==> src/rtl/divider_datapath_if.sv <==
// Purpose : bundles the divider control-to-datapath strobes, operands, status flags and results.
// Latency : wiring only; the timing belongs to the datapath that uses this bundle.
// Backpres: none; the control unit paces every step, so there is no stall path.
// Ports   : master (control unit / bench) drives operands and strobes and reads flags/results;
//           slave (datapath) reads operands and strobes and drives flags/results.
interface divider_datapath_if #(
   parameter int WIDTH = 4,
   parameter int CNT_W = 4
);
   logic [WIDTH-1:0] dividend;
   logic [WIDTH-1:0] divisor;
   logic             ld, ud, ce;
   logic             ldx, slx, srx, cex;
   logic             ldr, slr, srr, cer;
   logic             s1, s2, s3;
   logic             done;
   logic             r_lt_y;
   logic             count_equ_0;
   logic             y_eq_0;
   logic [CNT_W-1:0] count;
   logic [WIDTH-1:0] quotient;
   logic [WIDTH-1:0] remainder;

   modport master (
      output dividend, divisor, ld, ud, ce, ldx, slx, srx, cex,
             ldr, slr, srr, cer, s1, s2, s3, done,
      input  r_lt_y, count_equ_0, y_eq_0, count, quotient, remainder
   );

   modport slave (
      input  dividend, divisor, ld, ud, ce, ldx, slx, srx, cex,
             ldr, slr, srr, cer, s1, s2, s3, done,
      output r_lt_y, count_equ_0, y_eq_0, count, quotient, remainder
   );
endinterface

==> src/rtl/divider_datapath.sv <==
// Purpose : restoring-divider datapath; holds X (dividend/quotient), R (remainder), Y (divisor), the counter and the result.
// Latency : register effects appear one clock after the strobe; the flags are combinational from the current registers.
// Backpres: none; it obeys the control strobes on every edge, and the result holds until the next done or rst.
// Ports   : clk, rst (async, active high); bus = divider_datapath_if slave (operands, strobes, flags, count, results).
module divider_datapath #(
   parameter int WIDTH = 4,
   parameter int CNT_W = 4
) (
   input logic                clk,
   input logic                rst,
   divider_datapath_if.slave  bus
);

   logic [WIDTH-1:0] x_q, x_d;
   logic [WIDTH-1:0] y_q, y_d;
   logic [WIDTH:0]   r_q, r_d;
   logic [CNT_W-1:0] count_q, count_d;
   logic [WIDTH-1:0] quotient_q, quotient_d;
   logic [WIDTH-1:0] remainder_q, remainder_d;

   // R is one bit wider than Y, so the shifted partial remainder (< 2*Y) always fits.
   logic [WIDTH:0]   r_minus_y;
   logic [WIDTH:0]   r_shift_src;

   assign r_minus_y   = r_q - {1'b0, y_q};
   assign r_shift_src = bus.s3 ? r_minus_y : r_q;

   always_comb begin
      count_d = count_q;
      if (bus.ld) begin
         count_d = CNT_W'(WIDTH);
      end else if (bus.ce) begin
         count_d = bus.ud ? (count_q + CNT_W'(1)) : (count_q - CNT_W'(1));
      end
   end

   always_comb begin
      x_d = x_q;
      y_d = y_q;
      if (bus.cex) begin
         x_d = '0;
      end else if (bus.ldx) begin
         x_d = bus.dividend;
         y_d = bus.divisor;
      end else if (bus.slx) begin
         x_d = {x_q[WIDTH-2:0], bus.s1};
      end else if (bus.srx) begin
         x_d = {1'b0, x_q[WIDTH-1:1]};
      end
   end

   always_comb begin
      r_d = r_q;
      if (bus.cer) begin
         r_d = '0;
      end else if (bus.ldr) begin
         r_d = bus.s2 ? r_minus_y : '0;
      end else if (bus.slr) begin
         // Uses the pre-edge X MSB, so a paired slx/slr moves that bit from X into R in one step.
         r_d = {r_shift_src[WIDTH-1:0], x_q[WIDTH-1]};
      end else if (bus.srr) begin
         r_d = {1'b0, r_q[WIDTH:1]};
      end
   end

   always_comb begin
      quotient_d  = quotient_q;
      remainder_d = remainder_q;
      if (bus.done) begin
         quotient_d  = x_q;
         remainder_d = r_q[WIDTH-1:0];
      end
   end

   always_ff @(posedge clk or posedge rst) begin
      if (rst) begin
         x_q         <= '0;
         y_q         <= '0;
         r_q         <= '0;
         count_q     <= '0;
         quotient_q  <= '0;
         remainder_q <= '0;
      end else begin
         x_q         <= x_d;
         y_q         <= y_d;
         r_q         <= r_d;
         count_q     <= count_d;
         quotient_q  <= quotient_d;
         remainder_q <= remainder_d;
      end
   end

   assign bus.r_lt_y      = (r_q < {1'b0, y_q});
   assign bus.count_equ_0 = (count_q == '0);
   assign bus.y_eq_0      = (y_q == '0);
   assign bus.count       = count_q;
   assign bus.quotient    = quotient_q;
   assign bus.remainder   = remainder_q;

endmodule

==> src/flat_wrapper.sv <==
// flat-port wrapper written by rule: the top's interface ports become plain ports
module divider_datapath_flat 
#(
   parameter int WIDTH = 4,
   parameter int CNT_W = 4
)
  (clk, rst, bus_dividend, bus_divisor, bus_ld, bus_ud, bus_ce, bus_ldx, bus_slx, bus_srx, bus_cex, bus_ldr, bus_slr, bus_srr, bus_cer, bus_s1, bus_s2, bus_s3, bus_done, bus_r_lt_y, bus_count_equ_0, bus_y_eq_0, bus_count, bus_quotient, bus_remainder);
  divider_datapath_if #(.WIDTH(WIDTH), .CNT_W(CNT_W)) bus_i ();
  input logic clk;
  input logic rst;
  input wire logic [$bits(bus_i.dividend)-1:0] bus_dividend;
  input wire logic [$bits(bus_i.divisor)-1:0] bus_divisor;
  input wire logic [$bits(bus_i.ld)-1:0] bus_ld;
  input wire logic [$bits(bus_i.ud)-1:0] bus_ud;
  input wire logic [$bits(bus_i.ce)-1:0] bus_ce;
  input wire logic [$bits(bus_i.ldx)-1:0] bus_ldx;
  input wire logic [$bits(bus_i.slx)-1:0] bus_slx;
  input wire logic [$bits(bus_i.srx)-1:0] bus_srx;
  input wire logic [$bits(bus_i.cex)-1:0] bus_cex;
  input wire logic [$bits(bus_i.ldr)-1:0] bus_ldr;
  input wire logic [$bits(bus_i.slr)-1:0] bus_slr;
  input wire logic [$bits(bus_i.srr)-1:0] bus_srr;
  input wire logic [$bits(bus_i.cer)-1:0] bus_cer;
  input wire logic [$bits(bus_i.s1)-1:0] bus_s1;
  input wire logic [$bits(bus_i.s2)-1:0] bus_s2;
  input wire logic [$bits(bus_i.s3)-1:0] bus_s3;
  input wire logic [$bits(bus_i.done)-1:0] bus_done;
  output wire logic [$bits(bus_i.r_lt_y)-1:0] bus_r_lt_y;
  output wire logic [$bits(bus_i.count_equ_0)-1:0] bus_count_equ_0;
  output wire logic [$bits(bus_i.y_eq_0)-1:0] bus_y_eq_0;
  output wire logic [$bits(bus_i.count)-1:0] bus_count;
  output wire logic [$bits(bus_i.quotient)-1:0] bus_quotient;
  output wire logic [$bits(bus_i.remainder)-1:0] bus_remainder;
  assign bus_i.dividend = bus_dividend;
  assign bus_i.divisor = bus_divisor;
  assign bus_i.ld = bus_ld;
  assign bus_i.ud = bus_ud;
  assign bus_i.ce = bus_ce;
  assign bus_i.ldx = bus_ldx;
  assign bus_i.slx = bus_slx;
  assign bus_i.srx = bus_srx;
  assign bus_i.cex = bus_cex;
  assign bus_i.ldr = bus_ldr;
  assign bus_i.slr = bus_slr;
  assign bus_i.srr = bus_srr;
  assign bus_i.cer = bus_cer;
  assign bus_i.s1 = bus_s1;
  assign bus_i.s2 = bus_s2;
  assign bus_i.s3 = bus_s3;
  assign bus_i.done = bus_done;
  assign bus_r_lt_y = bus_i.r_lt_y;
  assign bus_count_equ_0 = bus_i.count_equ_0;
  assign bus_y_eq_0 = bus_i.y_eq_0;
  assign bus_count = bus_i.count;
  assign bus_quotient = bus_i.quotient;
  assign bus_remainder = bus_i.remainder;
  divider_datapath #(.WIDTH(WIDTH), .CNT_W(CNT_W)) u_core (.clk(clk), .rst(rst), .bus(bus_i));
endmodule
==> config.mk <==
export PLATFORM = sky130hd
export DESIGN_NAME = divider_datapath_flat
export DESIGN_NICKNAME = d
export VERILOG_FILES = /design/src/rtl/divider_datapath_if.sv /design/src/rtl/divider_datapath.sv /design/src/flat_wrapper.sv
export SDC_FILE = /design/constraint.sdc
export NUM_CORES = 1
export LEC_CHECK = 0
export CAP_MARGIN = 10
export CELL_PAD_IN_SITES_DETAIL_PLACEMENT = 0
export CELL_PAD_IN_SITES_GLOBAL_PLACEMENT = 1
export CORE_MARGIN = 10
export CORE_UTILIZATION = 39
export DETAILED_ROUTE_END_ITERATION = 8
export PLACE_DENSITY = 0.91
export SETUP_SLACK_MARGIN = 0.05
export SLEW_MARGIN = 20
export SYNTH_ARGS = -nofsm -noshare
export SYNTH_HDL_FRONTEND = slang
export SYNTH_SLANG_ARGS = --single-unit
==> constraint.sdc <==
create_clock -name clk -period 3.1 [get_ports clk]
set_input_delay 0.31 -clock clk [delete_from_list [all_inputs] [get_ports clk]]
set_output_delay 0.31 -clock clk [all_outputs]
set_load 0.02 [all_outputs]
==> results.yml <==
min_path:
  hp-class: "reg -> reg"
  worstHoldPathCells: 1
  hold_path_end: "u_core.bus.remainder[3]"
  hold_path.startpoint: "u_core.bus.remainder[3]"
routing:
  wirelength_um: 3440
  post_drt_wl_per_cell_um: 14.8
  drt_iter0_drc: 34
  drc: 0
  via_per_inst: 5.10
  drtAntennaViolNets: 0
  dr_total_vias: 1189
  dr.pass1.iters: 4
yosys:
  synth-seq-cells: 25
  synth_top_area_frac: 0.428
  yosys_warnings: 0
  async_flop_share: 1.00
  synth_nets: 181
  yosysTopAreaCell: "dfrtp_1"
  synth_area_um2: 1460
  syn_area_per_cell_um2: 9.87
  synth_area_leaders: "dfrtp_1, mux2_2, mux2i_1"
  synth_cells: 148
  yosysSeqAreaShare: 0.428
  synth_flop_cell: "dfrtp_1"
  synth_cell_types: 34
  synth-edff-count: 0
power_and_ir_drop:
  p_seq_frac: 0.437
  p_int_mw: 0.611
  power.density_nw_per_um2: 465
  p_sw_mw: 0.286
  fin_total_pwr_mw: 0.896
  swShare: 0.319
  ir_drop_uv: 364
  p_leak_nw: 0.845
  pwr-share-comb: 0.346
  p_clk_frac: 0.216
sta:
  max_slew_margin: 0.343
  fmax_ghz: 0.394
  setup_viol: 0
  finalHoldViolCount: 0
  setup-tns-final_ns: 0
  finalCritPeriodShare: 0.819
  fin_crit_ns: 2.54
  tightest_slew_ns: 0.985
  rsz0062_at_grt: "false"
  drv_slew: 0
  skew_ns: 0.00419
critical_path:
  cpMaxStageDelayCell: "clkdlybuf4s50_1"
  ff2ff_path_depth: 7
  crit_family: "buffers and inverters"
  crit_path_start: "u_core.r_q[2]"
  cp.required_ns: 2.79
  timing.rr.start: "u_core.r_q[0]"
  critPathKind: "reg -> out"
  critPathLaunchType: "flip-flop"
  arrival_ns: 2.23
  regToRegEndpoint: "u_core.r_q[3]"
  endpoint_kind: "primary output"
  critPathMaxFanout: 5
  critical_path_buf_inv_count: 1
  max_stage_delay_ns: 0.64
  r2r_setup_slack_ns: 1.25
  crit_chain: "ha_1 > a21oi_2 > o21ai_2 > a211oi_1 > clkdlybuf4s50_1"
clock_network:
  cts_resized: 0
  htreeDepth: 1
  clkTransAtPathRegs_ns: 0.08
  cts_root_buffer: "clkbuf_8"
  clock-sinks: 25
  numCtsBuffers: 3
  cts_tree: "done"
  cts_setup_buffers: 0
  insertion_delay_ns: 0.27
  ctsHoldBuffers: 0
  clockBufferDepth: 2
final_layout:
  final_cell_mix: "clkdlybuf4s50_1, dfrtp_1, nor2_1"
  final_common_cell: "clkdlybuf4s50_1"
  fin_area_um2: 1930
  nNetsFinal: 219
  syn_to_final_growth_pct: 31.9
  drive_above_1_share: 0.0973
  utilization: 0.531
  diodes: 0
floorplanning:
  num_rows: 22
  die-area_um2: 6600
  io_pins: 40
  die_h_um: 81.2
  die_w_um: 81.2
  start_util: 0.402
  coreArea_um2: 3630
placement:
  io_buffers: 39
  place_area_um2: 1880
  hpwl_um: 2740
  place_congestion: 0.768
status:
  status: "finished clean"
flow_run:
  cap_violations: 0
global_route:
  grt_max_degree: 26
  first_global_vias: 1289
  grt_usage: 0.112
  gr-total-overflow: 0
  antenna_found_initial: 0
  grt_pass1_wl_um: 5970
worst max-delay path by stage:
stage	slack [ns]	cells after the start	endpoint
after floorplan	1.22	4	bus_r_lt_y
after global placement	0.88	5	bus_r_lt_y
after detailed placement	0.84	5	bus_r_lt_y
after CTS	0.53	5	bus_r_lt_y
after global routing	0.43	5	bus_r_lt_y
final	0.56	5	bus_r_lt_y
cell type report:
| cell class | count | area [um^2] |
|---|---|---|
| flip-flops and latches | 25 | 626 |
| repair buffers | 39 | 390 |
| clock buffers | 3 | 41.3 |
| inverters | 11 | 41.3 |
| multi-input cells | 106 | 764 |
| clock inverters | 1 | 5.00 |
| well taps | 48 | 60.1 |
| fillers | 343 | 1710 |
worst register-to-register path: stages, from the launching register on:
cell      delay (ns)
dfrtp_1         0.40
inv_1           0.06
ha_1            0.23
fa_1            0.40
xnor2_1         0.16
mux2i_1         0.15
a21oi_1         0.08
a2bb2o_1        0.26
sequential cells by signal (all words and copies together), names as in the netlist:
signal	cells
u_core.r_q	5
u_core.bus.count	4
u_core.bus.quotient	4
u_core.bus.remainder	4
u_core.x_q	4
u_core.y_q	4
synthesized netlist by cell type (2+ instances only):
| library cell | instances |
|---|---|
| nand2_1 | 13 |
| mux2i_1 | 9 |
| ha_1 | 6 |
| o21ai_0 | 8 |
| nor4_1 | 2 |
| a211oi_1 | 7 |
| xnor2_1 | 5 |
| nor2_1 | 17 |
| inv_1 | 11 |
| nor2b_1 | 4 |
| mux2_2 | 9 |
| a21oi_1 | 7 |
| clkbuf_1 | 2 |
| dfrtp_1 | 25 |
| fa_1 | 2 |
| buf_2 | 3 |
power by group through the flow:
stage | sequential (mW) | combinational, mW | clock (mW)
after global routing | 0.398 | 0.343 | 0.214
after global placement | 0.398 | 0.307 | 0
after CTS | 0.392 | 0.315 | 0.202
after floorplan | 0.412 | 0.176 | 0
final | 0.392 | 0.310 | 0.194
after detailed placement | 0.399 | 0.313 | 0
layer usage:
layer	global-route usage	up-vias	wire length, um
met2	0.190	32	1710
met4	0.0208	0	25
met3	0.0475	5	291
met5	0	-	0
li1	-	581	-
met1	0.130	571	1410
cell families (layout without fill, tap and decap cells):
group	after synthesis	after routing	synth area share
AO/OA/AOI/OAI	31	31	0.140
flip-flops	25	25	0.428
adder cells (fa/ha/maj)	8	8	0.0788
XOR/XNOR	6	6	0.0360
buffers and inverters	17	54	0.0488
AND/OR/NAND/NOR	43	43	0.138
multiplexers	18	18	0.131
metrics by stage:
step                      std cells  setup slack, ns  hold slack, ns
after global placement          229            0.882           0.493
after global routing            233            0.431           0.525
after detailed placement        229            0.836           0.496
after CTS                       233            0.532           0.516
after floorplan                 148             1.22           0.337
final                           233            0.562           0.509
(Power assumes the default switching activity.)
